`src/rtl/uart_pkg.sv`:
```
// Shared UART definitions: FSM state encoding and default baud divisor.
// The receiver uses the same package, so the encoding must stay stable.
package uart_pkg;

  localparam int unsigned CLKS_PER_BIT_DEF = 16;

  typedef enum logic [1:0] {
    ST_IDLE  = 2'd0,
    ST_START = 2'd1,
    ST_DATA  = 2'd2,
    ST_STOP  = 2'd3
  } uart_state_e;

endpackage

```
`src/rtl/uart_baud_gen.sv`:
```
// Bit-period timer: counts 0..CLKS_PER_BIT-1 and flags the final cycle of
// each serial bit. Holding clear keeps the count at zero, so the first
// bit after clear is released is full length.
module uart_baud_gen #(
  parameter int unsigned CLKS_PER_BIT = 16
) (
  input  logic clk,
  input  logic n_rst,
  input  logic clear,
  output logic bit_end
);

  localparam int unsigned CW = (CLKS_PER_BIT > 1) ? $clog2(CLKS_PER_BIT) : 1;
  localparam logic [CW-1:0] LAST = CW'(CLKS_PER_BIT - 1);

  logic [CW-1:0] cnt_q;
  logic [CW-1:0] cnt_d;

  // Next count: cleared on request, wraps after the last cycle of a bit.
  always_comb begin
    cnt_d = cnt_q + 1'b1;
    if (clear || (cnt_q == LAST)) begin
      cnt_d = '0;
    end
  end

  // Counter register.
  always_ff @(posedge clk or negedge n_rst) begin
    if (!n_rst) begin
      cnt_q <= '0;
    end else begin
      cnt_q <= cnt_d;
    end
  end

  assign bit_end = (cnt_q == LAST);

endmodule

```
`src/rtl/uart_tx.sv`:
```
// UART transmitter, 8 data bits, no parity, 1 or 2 stop bits, LSB first.
// A one-byte holding register sits in front of the shift register so the
// next byte can be queued while a frame is on the line; frames then run
// back-to-back. All line-side outputs are registered, so txd and tx_done
// trail the FSM state by one cycle.
//
// Handshake: a byte is taken on a rising edge where tx_valid and tx_ready
// are both 1; tx_ready is simply "holding register empty" and offers made
// while it is 0 are dropped without any indication.
module uart_tx
  import uart_pkg::*;
#(
  parameter int unsigned CLKS_PER_BIT = CLKS_PER_BIT_DEF,
  parameter int unsigned STOP_BITS    = 1
) (
  input  logic        clk,
  input  logic        n_rst,
  input  logic        tx_valid,
  input  logic [7:0]  tx_data,
  output logic        tx_ready,
  output logic        txd,
  output logic        tx_busy,
  output logic        tx_done,
  output uart_state_e dbg_state
);

  localparam logic [2:0] LAST_STOP = 3'(STOP_BITS - 1);

  uart_state_e state_q, state_d;
  logic [7:0]  shift_q, shift_d;
  logic [7:0]  hold_q, hold_d;
  logic        hold_full_q, hold_full_d;
  logic [2:0]  bit_cnt_q, bit_cnt_d;
  logic        txd_q, txd_d;
  logic        done_q, done_d;
  logic        bit_end;
  logic        accept;
  logic        load;

  assign accept = tx_valid && !hold_full_q;

  // Baud timer runs only while a frame is in progress.
  uart_baud_gen #(
    .CLKS_PER_BIT(CLKS_PER_BIT)
  ) u_baud (
    .clk    (clk),
    .n_rst  (n_rst),
    .clear  (state_q == ST_IDLE),
    .bit_end(bit_end)
  );

  // Next-state, shift/holding updates and registered line outputs.
  always_comb begin
    state_d     = state_q;
    shift_d     = shift_q;
    hold_d      = hold_q;
    hold_full_d = hold_full_q;
    bit_cnt_d   = bit_cnt_q;
    done_d      = 1'b0;
    load        = 1'b0;

    case (state_q)
      ST_IDLE: begin
        if (hold_full_q) begin
          state_d = ST_START;
          load    = 1'b1;
        end
      end
      ST_START: begin
        if (bit_end) begin
          state_d   = ST_DATA;
          bit_cnt_d = 3'd0;
        end
      end
      ST_DATA: begin
        if (bit_end) begin
          shift_d = {1'b0, shift_q[7:1]};
          if (bit_cnt_q == 3'd7) begin
            state_d   = ST_STOP;
            bit_cnt_d = 3'd0;
          end else begin
            bit_cnt_d = bit_cnt_q + 3'd1;
          end
        end
      end
      ST_STOP: begin
        if (bit_end) begin
          if (bit_cnt_q == LAST_STOP) begin
            done_d    = 1'b1;
            bit_cnt_d = 3'd0;
            if (hold_full_q) begin
              state_d = ST_START;
              load    = 1'b1;
            end else begin
              state_d = ST_IDLE;
            end
          end else begin
            bit_cnt_d = bit_cnt_q + 3'd1;
          end
        end
      end
      default: state_d = ST_IDLE;
    endcase

    // Load and accept never coincide: load needs holding full, accept empty.
    if (load) begin
      shift_d     = hold_q;
      hold_d      = 8'h00;
      hold_full_d = 1'b0;
    end
    if (accept) begin
      hold_d      = tx_data;
      hold_full_d = 1'b1;
    end

    case (state_q)
      ST_START: txd_d = 1'b0;
      ST_DATA:  txd_d = shift_q[0];
      default:  txd_d = 1'b1;
    endcase
  end

  // State and datapath registers; reset aborts any frame in flight.
  always_ff @(posedge clk or negedge n_rst) begin
    if (!n_rst) begin
      state_q     <= ST_IDLE;
      shift_q     <= 8'h00;
      hold_q      <= 8'h00;
      hold_full_q <= 1'b0;
      bit_cnt_q   <= 3'd0;
      txd_q       <= 1'b1;
      done_q      <= 1'b0;
    end else begin
      state_q     <= state_d;
      shift_q     <= shift_d;
      hold_q      <= hold_d;
      hold_full_q <= hold_full_d;
      bit_cnt_q   <= bit_cnt_d;
      txd_q       <= txd_d;
      done_q      <= done_d;
    end
  end

  assign tx_ready  = !hold_full_q;
  assign txd       = txd_q;
  assign tx_busy   = (state_q != ST_IDLE);
  assign tx_done   = done_q;
  assign dbg_state = state_q;

endmodule

```
`config.mk`:
```
export PLATFORM = sky130hd
export DESIGN_NAME = uart_tx
export DESIGN_NICKNAME = d
export VERILOG_FILES = /design/src/rtl/uart_pkg.sv /design/src/rtl/uart_baud_gen.sv /design/src/rtl/uart_tx.sv
export SDC_FILE = /design/constraint.sdc
export NUM_CORES = 1
export LEC_CHECK = 0
export ABC_AREA = 1
export CAP_MARGIN = 20
export CORE_ASPECT_RATIO = 0.75
export CORE_MARGIN = 8
export CORE_UTILIZATION = 45
export DETAILED_ROUTE_END_ITERATION = 10
export GPL_TIMING_DRIVEN = 0
export PLACE_DENSITY = 0.77
export SLEW_MARGIN = 20
export SYNTH_ARGS = -nofsm -noshare
export SYNTH_HDL_FRONTEND = slang
export SYNTH_SLANG_ARGS = --single-unit
```
`constraint.sdc`:
```
create_clock -name clk -period 2 [get_ports clk]
set_clock_uncertainty 0.15 [all_clocks]
set_input_delay 0.3 -clock clk [delete_from_list [all_inputs] [get_ports clk]]
set_output_delay 0.3 -clock clk [all_outputs]
set_load 0.01 [all_outputs]
```
==> results.yml <==
clocking:
  clock_path_buffers: 2
  clockRootBuffer: "clkbuf_8"
  clkSinkCount: 28
  path_clk_slew_ns: 0.09
  cts_tree: "done"
  cts_made_buffers: 3
  clk_latency_ns: 0.28
  h-tree-depth: 1
pwr:
  p_leak_nw: 0.954
  p_switching_mw: 0.261
  power_frac_seq_pct: 58.7
  switching_share_pct: 23.5
  power.density_mw_per_mm2: 636
  power_frac_comb_pct: 9.8
  ir_drop_mv: 0.445
  p_int_mw: 0.849
  p_clk_share_pct: 31.4
global_routing:
  grt_pass1_wl_um: 4800
  use_met3_pct: 3.68
  met2_usage_pct: 16.1
  gr-usage-met1_pct: 15.7
  antenna_found_initial: 0
  overflow: 0
  grt_usage_pct: 11.3
  grt_pass1_vias: 1114
  grt_max_degree: 29
  grt_busiest_layer: "met2"
setup_path:
  setup.worst_path.end_class: "primary output"
  worstPathMaxFanout: 5
  critPathKind: "flop to primary output"
  start_kind: "flop"
  critPathArrivalTime_ns: 1.37
  required_ns: 1.55
drt:
  drt-total-wl_um: 2630
  drt-vias-per-instance: 4.74
  drc: 0
  drt_pre_antenna_iters: 4
  vias: 1162
  wl_per_cell_um: 10.7
  drtIter0Drc: 76
  ant_nets: 0
floorplanning:
  core_area_mm2: 0.00320
  die_x_um: 81.7
  initial_core_util_pct: 45.5
  io_pins: 17
  dieArea_mm2: 0.00533
  die_y_um: 65.3
  rows: 18
logic_synthesis:
  post-synth-top-count-cell: "nand2_1"
  syn_nets: 202
  synthCells: 182
  synth_seq_cells: 28
  ys_seq_area_share_pct: 48.2
  async_flop_share_pct: 100
  synthDistinctLibCells: 17
  yosys_warnings: 0
  synth_ff_type: "dfrtp_1"
  syn_area_per_cell_um2: 8.00
  syn-cell-area_mm2: 0.00146
  yosysTopAreaCell: "dfrtp_1"
  synth_edf_count: 0
  synth_top_area_share_pct: 46.4
  synth_common_cells: "71 x nand2_1, 27 x dfrtp_1, 27 x nand3_1"
  synthTopCellsByArea: "dfrtp_1 46%, nand2_1 18%, nand3_1 9.3%"
cells_and_area:
  multi_input_area_um2: 648
  n_fill_cell: 307
  syn_to_final_growth_pct: 19.7
  drive_above_1_share_pct: 7.80
  final_nets: 226
  fin_util_pct: 54.5
  antenna_cells: 0
  seq_area_um2: 702
status:
  status: "finished clean"
timing:
  timing.final.crit_period_ns: 1.82
  finalSetupViolations: 0
  hold_violations: 0
  worst_pin_slew_ns: 0.613
  min_period_over_period_pct: 91.1
  grt_setup_unrepaired: "no"
  slew_headroom_pct: 59.1
  drv_slew: 0
  max_freq_mhz: 549
  totalNegativeSetupSlack_ns: 0
placed_design:
  hpwl_um: 1960
  io_buffers: 16
  gp_routability_congestion: 0.822
job:
  maxCapViolCount: 0
worst_hold_path:
  hold_path_class: "flop to flop"
[power by group through the flow]
| stage | clock (mW) | combinational [mW] | sequential [mW] |
|---|---|---|---|
| global placement | 0 | 0.109 | 0.659 |
| detailed placement | 0 | 0.111 | 0.663 |
| global route | 0.384 | 0.133 | 0.660 |
| finish | 0.349 | 0.109 | 0.651 |
| CTS | 0.362 | 0.112 | 0.651 |
| floorplan | 0 | 0.0659 | 0.654 |
[worst paths after layout]
kind                                       from              end  slack (ns)  cells after the start
max in group asynchronous                 n_rst        hold_q[3]        0.88                      2
worst max register to register  u_baud.cnt_q[0]       shift_q[2]        0.18                      8
worst min-delay path            u_baud.cnt_q[0]  u_baud.cnt_q[0]        0.32                      1
min in group asynchronous                 n_rst     bit_cnt_q[0]        0.41                      2
worst min register to register  u_baud.cnt_q[0]  u_baud.cnt_q[0]        0.32                      1
worst max-delay path                hold_full_q         tx_ready        0.18                      2
[cells in the final DEF, fill, tap and decap left out]
cell type	Yosys	final
dfstp_2	1	1
clkbuf_8	0	4
clkdlybuf4s50_1	0	14
nor2_1	5	5
o21ai_2	1	1
nand4_1	2	2
nand3_1	27	27
ha_1	9	8
buf_6	2	2
o21ai_1	0	1
nand3b_1	1	1
nor2_2	2	2
buf_2	0	1
ha_2	0	1
nand2_1	71	71
xor2_1	1	1
a21oi_1	1	1
inv_1	22	22
dlygate4sd2_1	0	1
buf_4	0	2
o21ai_0	7	6
dfrtp_1	27	27
clkinv_1	1	1
dlygate4sd3_1	0	1
nand2_4	2	2
[through the flow]
step                cells  cell area [µm²]  hold slack (ns)  setup WS [ns]  power (mW)
finish                245             1740            0.315          0.179        1.11
global route          245             1740            0.351         0.0325        1.18
floorplan             182             1460           -0.146          0.248       0.720
global placement      238             1670            0.299         0.0298       0.768
CTS                   245             1740            0.324         0.0870        1.13
detailed placement    238             1660            0.201         0.0508       0.773
[sequential cells by signal (all words and copies together) (netlist names)]
name / flops
dbg_state: 2
bit_cnt_q: 3
u_baud.cnt_q: 4
hold_q: 8
hold_full_q: 1
shift_q: 8
tx_done: 1
txd: 1
[what timing repair did]
item / in CTS / in global routing
gates cloned: 0 / 0
hold buffers: 1 / 0
endpoints found under the hold margin: 27 / 0
gates resized for setup: 1 / 2
buffers inserted: 2 / 0
endpoints found under the setup margin: 1 / 3
[kinds of logic after synthesis]
group / synth area share [%]
flip-flops: 48.2
buffers and inverters: 7.47
AO/OA/AOI/OAI: 3.35
AND/OR/NAND/NOR: 32.6
adder cells (fa/ha/maj): 7.73
XOR/XNOR: 0.601
[critical path, stage by stage (launching register included)]
cell and delay, ns:
dfrtp_1 0.43, inv_1 0.12, clkdlybuf4s50_1 0.54
[area by class of cell]
cell class / instances / share of cell area, %
Multi-Input combinational cell: 129 / 37.2
Sequential cell: 28 / 40.3
Tap cell: 40 / 2.87
Buffer: 2 / 1.29
Clock buffer: 4 / 3.16
Timing Repair Buffer: 19 / 10.3
Inverter: 23 / 4.95
[layer usage]
metal | vias up | part of all wire (%)
met5 | - | 0
met4 | 0 | 0.84
met3 | 4 | 4.3
met2 | 25 | 42
met1 | 517 | 53
li1 | 616 | -
Power figures use the tool's default switching activity.
==> edit 1: new RTL, config.mk and constraints unchanged <==
The package constant `CLKS_PER_BIT_DEF` goes from 16 to 8.
--- a/src/rtl/uart_pkg.sv
+++ b/src/rtl/uart_pkg.sv
@@ -3,5 +3,5 @@
 package uart_pkg;
 
-  localparam int unsigned CLKS_PER_BIT_DEF = 16;
+  localparam int unsigned CLKS_PER_BIT_DEF = 8;
 
   typedef enum logic [1:0] {
Behaviour: same outputs for any inputs over 10 cycles, from zero or initial values and one cycle with n_rst low; that may be too few to reach the edited logic, so the function may still have changed.
==> edit 1 against the unedited design <==
- synthesized area shrank 3.3%
- setup slack lost 0.017 ns
- fmax shrank 0.92%
- final area shrank 4.2%
- wire length shrank 3.6%
- non-clock buffer count shrank 2
- sequential cell count shrank 1
- utilization grew 2.0 points
Power is not compared: it rests on default switching activity, and its combinational part moved more than twofold at a synthesized area within 25%.
==> edit 1: results (changes against the unedited design) <==
stage;metric;value;unit;change
synthesis;count of cell types in the netlist;15;;-2
global_route;largest net degree at the start of global routing;28;;-3.4%
cells_and_area;Fill cells;270;;-12%
clock_network;Post-CTS Setup Inserts;0;;-2
clock_network;H-tree levels;1;;unchanged
worst_setup_path;Worst R2R Path Depth;11;;+3
hold_path;worst hold path type;flop to flop;;
synthesis;syn_nets;195;;-3.5%
power;sw frac;42.1;%;
global_route;grt met2 use;14.8;%;-1.3 points
synthesis;adder-cell area share of the yosys netlist;8.88;%;+1.1 points
clock_network;Post-CTS Hold Buffers;1;;unchanged
synthesis;main flop type after synthesis;dfrtp_1;;
timing;Relative slew margins;60.1;%;+1.0 points
worst_setup_path;kind of cell adding the most delay to the critical path;buffers and inverters;;
global_route;first-pass GRT wire length;4480;um;-6.7%
global_route;met3 Track Usage GR;2.48;%;-1.2 points
synthesis;sequential-to-total area share from yosys stat;48.0;%;-0.15 points
status;status;finished clean;;
worst_setup_path;CP peak stage delay;0.41;ns;-0.13 ns
worst_setup_path;critical path data arrival time;1.39;ns;+0.02 ns
clock_network;Post-CTS Resized;1;;unchanged
worst_setup_path;Critical Path Start;dbg_state[0];;
global_route;All-Layer GR Usage;10.5;%;-0.85 points
route;Iter 0 DRT Violations;76;;unchanged
cells_and_area;Top Registers;hold_q (8), shift_q (8);;
power;overall power;2.53;mW;
route;Vias/cell;4.72;;-0.46%
synthesis;post-synthesis compound-gate area fraction;2.66;%;-0.69 points
synthesis;count leader, synth;nand2_1;;
route;wl on met1;1330;um;-4.3%
clock_network;CTS max path bufs;2;;unchanged
worst_setup_path;RR Endpoint;shift_q[4];;
cells_and_area;nets@finish;217;;-4.0%
global_route;vias in the first global route;998;;-10%
global_route;met1 usage;15.2;%;-0.56 points
power;power in the clock group;0.300;mW;
route;max layer used;met4;;
synthesis;yosys warns;0;;unchanged
cells_and_area;layout cells sized above 1;8.21;%;+0.40 points
place;dpl hpwl;1970;um;+0.29%
synthesis;Synth top cells by count;nand2_1, nand3_1, dfrtp_1, inv_1, ha_1;;
place;Buffers on Ports;16;;unchanged
worst_setup_path;setup slack, reg-to-reg;0.22;ns;+0.04 ns
worst_setup_path;CP endpoint;tx_busy;;
hold_path;hold path endpoint;u_baud.cnt_q[0];;
route;met2 wire length;1060;um;-3.8%
route;TritonRoute pass-1 iters;4;;unchanged
route;routed length per instance;10.9;um;+1.3%
synthesis;asr flop ratio synth;100;%;unchanged
worst_setup_path;worst-path fanout max;6;;+1
worst_setup_path;Crit-path slowest cell;dfrtp_2;;
place;routability cong.;0.830;;+0.92%
synthesis;Synth area leaders;dfrtp_1, nand2_1, nand3_1;;
worst_setup_path;RR Startpoint;u_baud.cnt_q[0];;
timing;setup ws final;0.162;ns;-0.0170 ns
synthesis;post-synthesis xor/xnor area fraction;0;%;-0.60 points
clock_network;register clock-pin slew on the reported worst setup and hold paths;0.09;ns;about the same
place;dpl ws;0.0518;ns;+0.000966 ns
edit 1: cell count changes in the layout (fill, tap and decap cells not counted), sizes merged:
cell | before | now
nand2 | 73 | 64
nand3 | 27 | 30
buf | 5 | 3
inv | 22 | 24
nand4 | 2 | 0
nor2 | 7 | 9
o21ai | 8 | 6
a21oi | 1 | 0
clkbuf | 4 | 3
dfrtp | 27 | 26
ha | 9 | 10
o21a | 0 | 1
xor2 | 1 | 0
edit 1: through the flow:
stage,std cells,cell area [um2],hold WS (ns)
after floorplan,174,1410,-0.146
after global placement,228,1620,0.276
after detailed placement,228,1610,0.193
after CTS,233,1670,0.291
after global routing,233,1670,0.309
final,233,1670,0.288
edit 1: area by class of cell:
| class | count | area share [%] |
|---|---|---|
| plain buffers | 2 | 1.35 |
| clock buffers | 3 | 2.47 |
| clock inverters | 1 | 0.300 |
| inverters | 24 | 5.40 |
| multi-input cells | 121 | 37.1 |
| flip-flops and latches | 27 | 40.7 |
| well taps | 38 | 2.85 |
| repair buffers | 17 | 9.82 |
==> edit 2: new RTL, same settings <==
Without the edit above. Take the reset off `shift_q` and `hold_q` and load them in a clocked block of their own.
--- a/src/rtl/uart_tx.sv
+++ b/src/rtl/uart_tx.sv
@@ -125,6 +125,4 @@
     if (!n_rst) begin
       state_q     <= ST_IDLE;
-      shift_q     <= 8'h00;
-      hold_q      <= 8'h00;
       hold_full_q <= 1'b0;
       bit_cnt_q   <= 3'd0;
@@ -133,6 +131,4 @@
     end else begin
       state_q     <= state_d;
-      shift_q     <= shift_d;
-      hold_q      <= hold_d;
       hold_full_q <= hold_full_d;
       bit_cnt_q   <= bit_cnt_d;
@@ -140,4 +136,9 @@
       done_q      <= done_d;
     end
+  end
+
+  always_ff @(posedge clk) begin
+    shift_q <= shift_d;
+    hold_q  <= hold_d;
   end
 
Function: same outputs for any inputs over 10 cycles, from zero or initial values and one cycle with n_rst low; that may be too few to reach the edited logic, so the function may still have changed.
==> edit 2 against the unedited design <==
- synthesized area down 5.7%
- setup slack got worse by 0.084 ns
- wire length shrank 9.2%
- non-clock buffer count increased by 1
- critical path type is now flop to flop
- worst hold slack got worse by 0.095 ns
- sequential cell count stayed put
- critical endpoint is now shift_q[2]
- final area is 1.9% lower
Power is not compared: it rests on default switching activity, and its combinational part moved more than twofold at a synthesized area within 25%.
==> edit 2: results (changes against the unedited design) <==
stage;metric;value;unit;change
cells_and_area;Fill cells;251;;-18%
global_route;largest net degree at the start of global routing;17;;-41%
cells_and_area;Top Registers;hold_q (8), shift_q (8), u_baud.cnt_q (4);;
synthesis;Synth top cells by count;nand2_1, inv_1, edfxtp_1, nor2_1, nand3_1;;
synthesis;count of cell types in the netlist;18;;+1
power;VDD IR-drop max;0.508;mV;
worst_setup_path;kind of cell adding the most delay to the critical path;buffers and inverters;;
worst_setup_path;critical path data arrival time;1.71;ns;+0.34 ns
route;Iter 0 DRT Violations;90;;+18%
clock_network;CTS root buf;clkbuf_8;;
synthesis;syn_nets;163;;-19%
clock_network;register clock-pin slew on the reported worst setup and hold paths;0.09;ns;about the same
power;comb pwr;0.0456;mW;
timing;Worst Tran Pin Value;0.536;ns;-0.0769 ns
global_route;first-pass GRT wire length;4320;um;-10%
cells_and_area;layout cells sized above 1;12.6;%;+4.8 points
cells_and_area;nets@finish;188;;-17%
place;dpl ws;-0.0928;ns;-0.144 ns
synthesis;yosys warns;0;;unchanged
route;TritonRoute pass-1 iters;4;;unchanged
clock_network;CTS max path bufs;2;;unchanged
place;dpl hpwl;1830;um;-6.9%
worst_setup_path;Crit-path slowest cell;dfrtp_1;;
clock_network;Clock Latency Late Sink;0.27;ns;
route;wl on met1;1110;um;-20%
synthesis;Post-synth EDFFs;16;;+16
place;routability cong.;0.863;;+5.0%
hold_path;worst hold path type;primary input to asynchronous set/reset pin;;
worst_setup_path;worst-path fanout max;10;;+5
route;max layer used;met3;;
synthesis;Synth area leaders;edfxtp_1, dfrtp_1, nand2_1;;
route;final wirelength;2390;um;-9.2%
global_route;vias in the first global route;992;;-11%
synthesis;asr flop ratio synth;42.9;%;-57 points
worst_setup_path;critical path launch point type;flop;;
route;met2 wire length;1140;um;+3.5%
global_route;All-Layer GR Usage;10.2;%;-1.1 points
power;Leak;0.827;nW;
status;status;finished clean;;
place;DP Area;1590;um2;-4.1%
worst_setup_path;RR Startpoint;dbg_state[0];;
clock_network;TritonCTS buffer count;3;;unchanged
global_route;initial antenna violation count;0;;unchanged
synthesis;sequential-to-total area share from yosys stat;56.9;%;+8.7 points
clock_network;H-tree levels;1;;unchanged
power;Sequential Power;0.618;mW;
route;Met3 Routed Length;135;um;+21%
cells_and_area;ANT cells;0;;unchanged
place;Buffers on Ports;16;;unchanged
power;NetSw;0.197;mW;
worst_setup_path;CP peak stage delay;0.39;ns;-0.15 ns
route;Vias/cell;4.84;;+2.1%
-- edit 2: repair_timing --
action / CTS / global route
gates resized for setup: 3 / 3
pin swaps: 1 / 2
cloned: 0 / 0
endpoints found under the setup margin: 17 / 16
buffers inserted: 3 / 1
-- edit 2: cell type report --
| type | instances | area, um2 | share of cell area [%] |
|---|---|---|---|
| plain buffers | 2 | 18.8 | 1.10 |
| clock inverters | 1 | 30.0 | 1.76 |
| flip-flops and latches | 28 | 783 | 45.8 |
| multi-input cells | 93 | 524 | 30.7 |
| clock buffers | 3 | 41.3 | 2.42 |
| well taps | 38 | 47.5 | 2.78 |
| inverters | 20 | 75.1 | 4.39 |
| repair buffers | 20 | 189 | 11.1 |
-- edit 2: path summary, 6_finish.rpt --
path / endpoint / cells past startpoint / slack (ns)
max reg2reg: shift_q[2] / 8 / 0.1
min: bit_cnt_q[2] / 1 / 0.22
max: shift_q[2] / 8 / 0.1
min reg2reg: u_baud.cnt_q[0] / 1 / 0.32
max in group asynchronous: dbg_state[1] / 1 / 1.10
min in group clk: u_baud.cnt_q[0] / 1 / 0.32
-- edit 2: metrics by stage --
step                      util, %  std cells  power [mW]  setup TNS [ns]
final                        58.2        205        1.10               0
after global routing         58.2        205        1.14               0
after CTS                    57.7        204        1.11               0
after detailed placement     54.3        197       0.676           -1.04
after global placement       54.3        197       0.674          -0.394
after floorplan                 -        143       0.644               0
-- edit 2: kinds of logic after synthesis --
group | share of synthesized area [%]
buf+inv | 6.65
flops | 56.9
compound gates | 4.83
fa+ha+maj | 8.20
simple gates | 23.4
-- edit 2: layer usage --
| metal | global-route usage [%] | vias up |
|---|---|---|
| met5 | 0 | - |
| li1 | - | 507 |
| met3 | 3.91 | 0 |
| met2 | 17.4 | 19 |
| met4 | 0.905 | 0 |
| met1 | 12.5 | 467 |
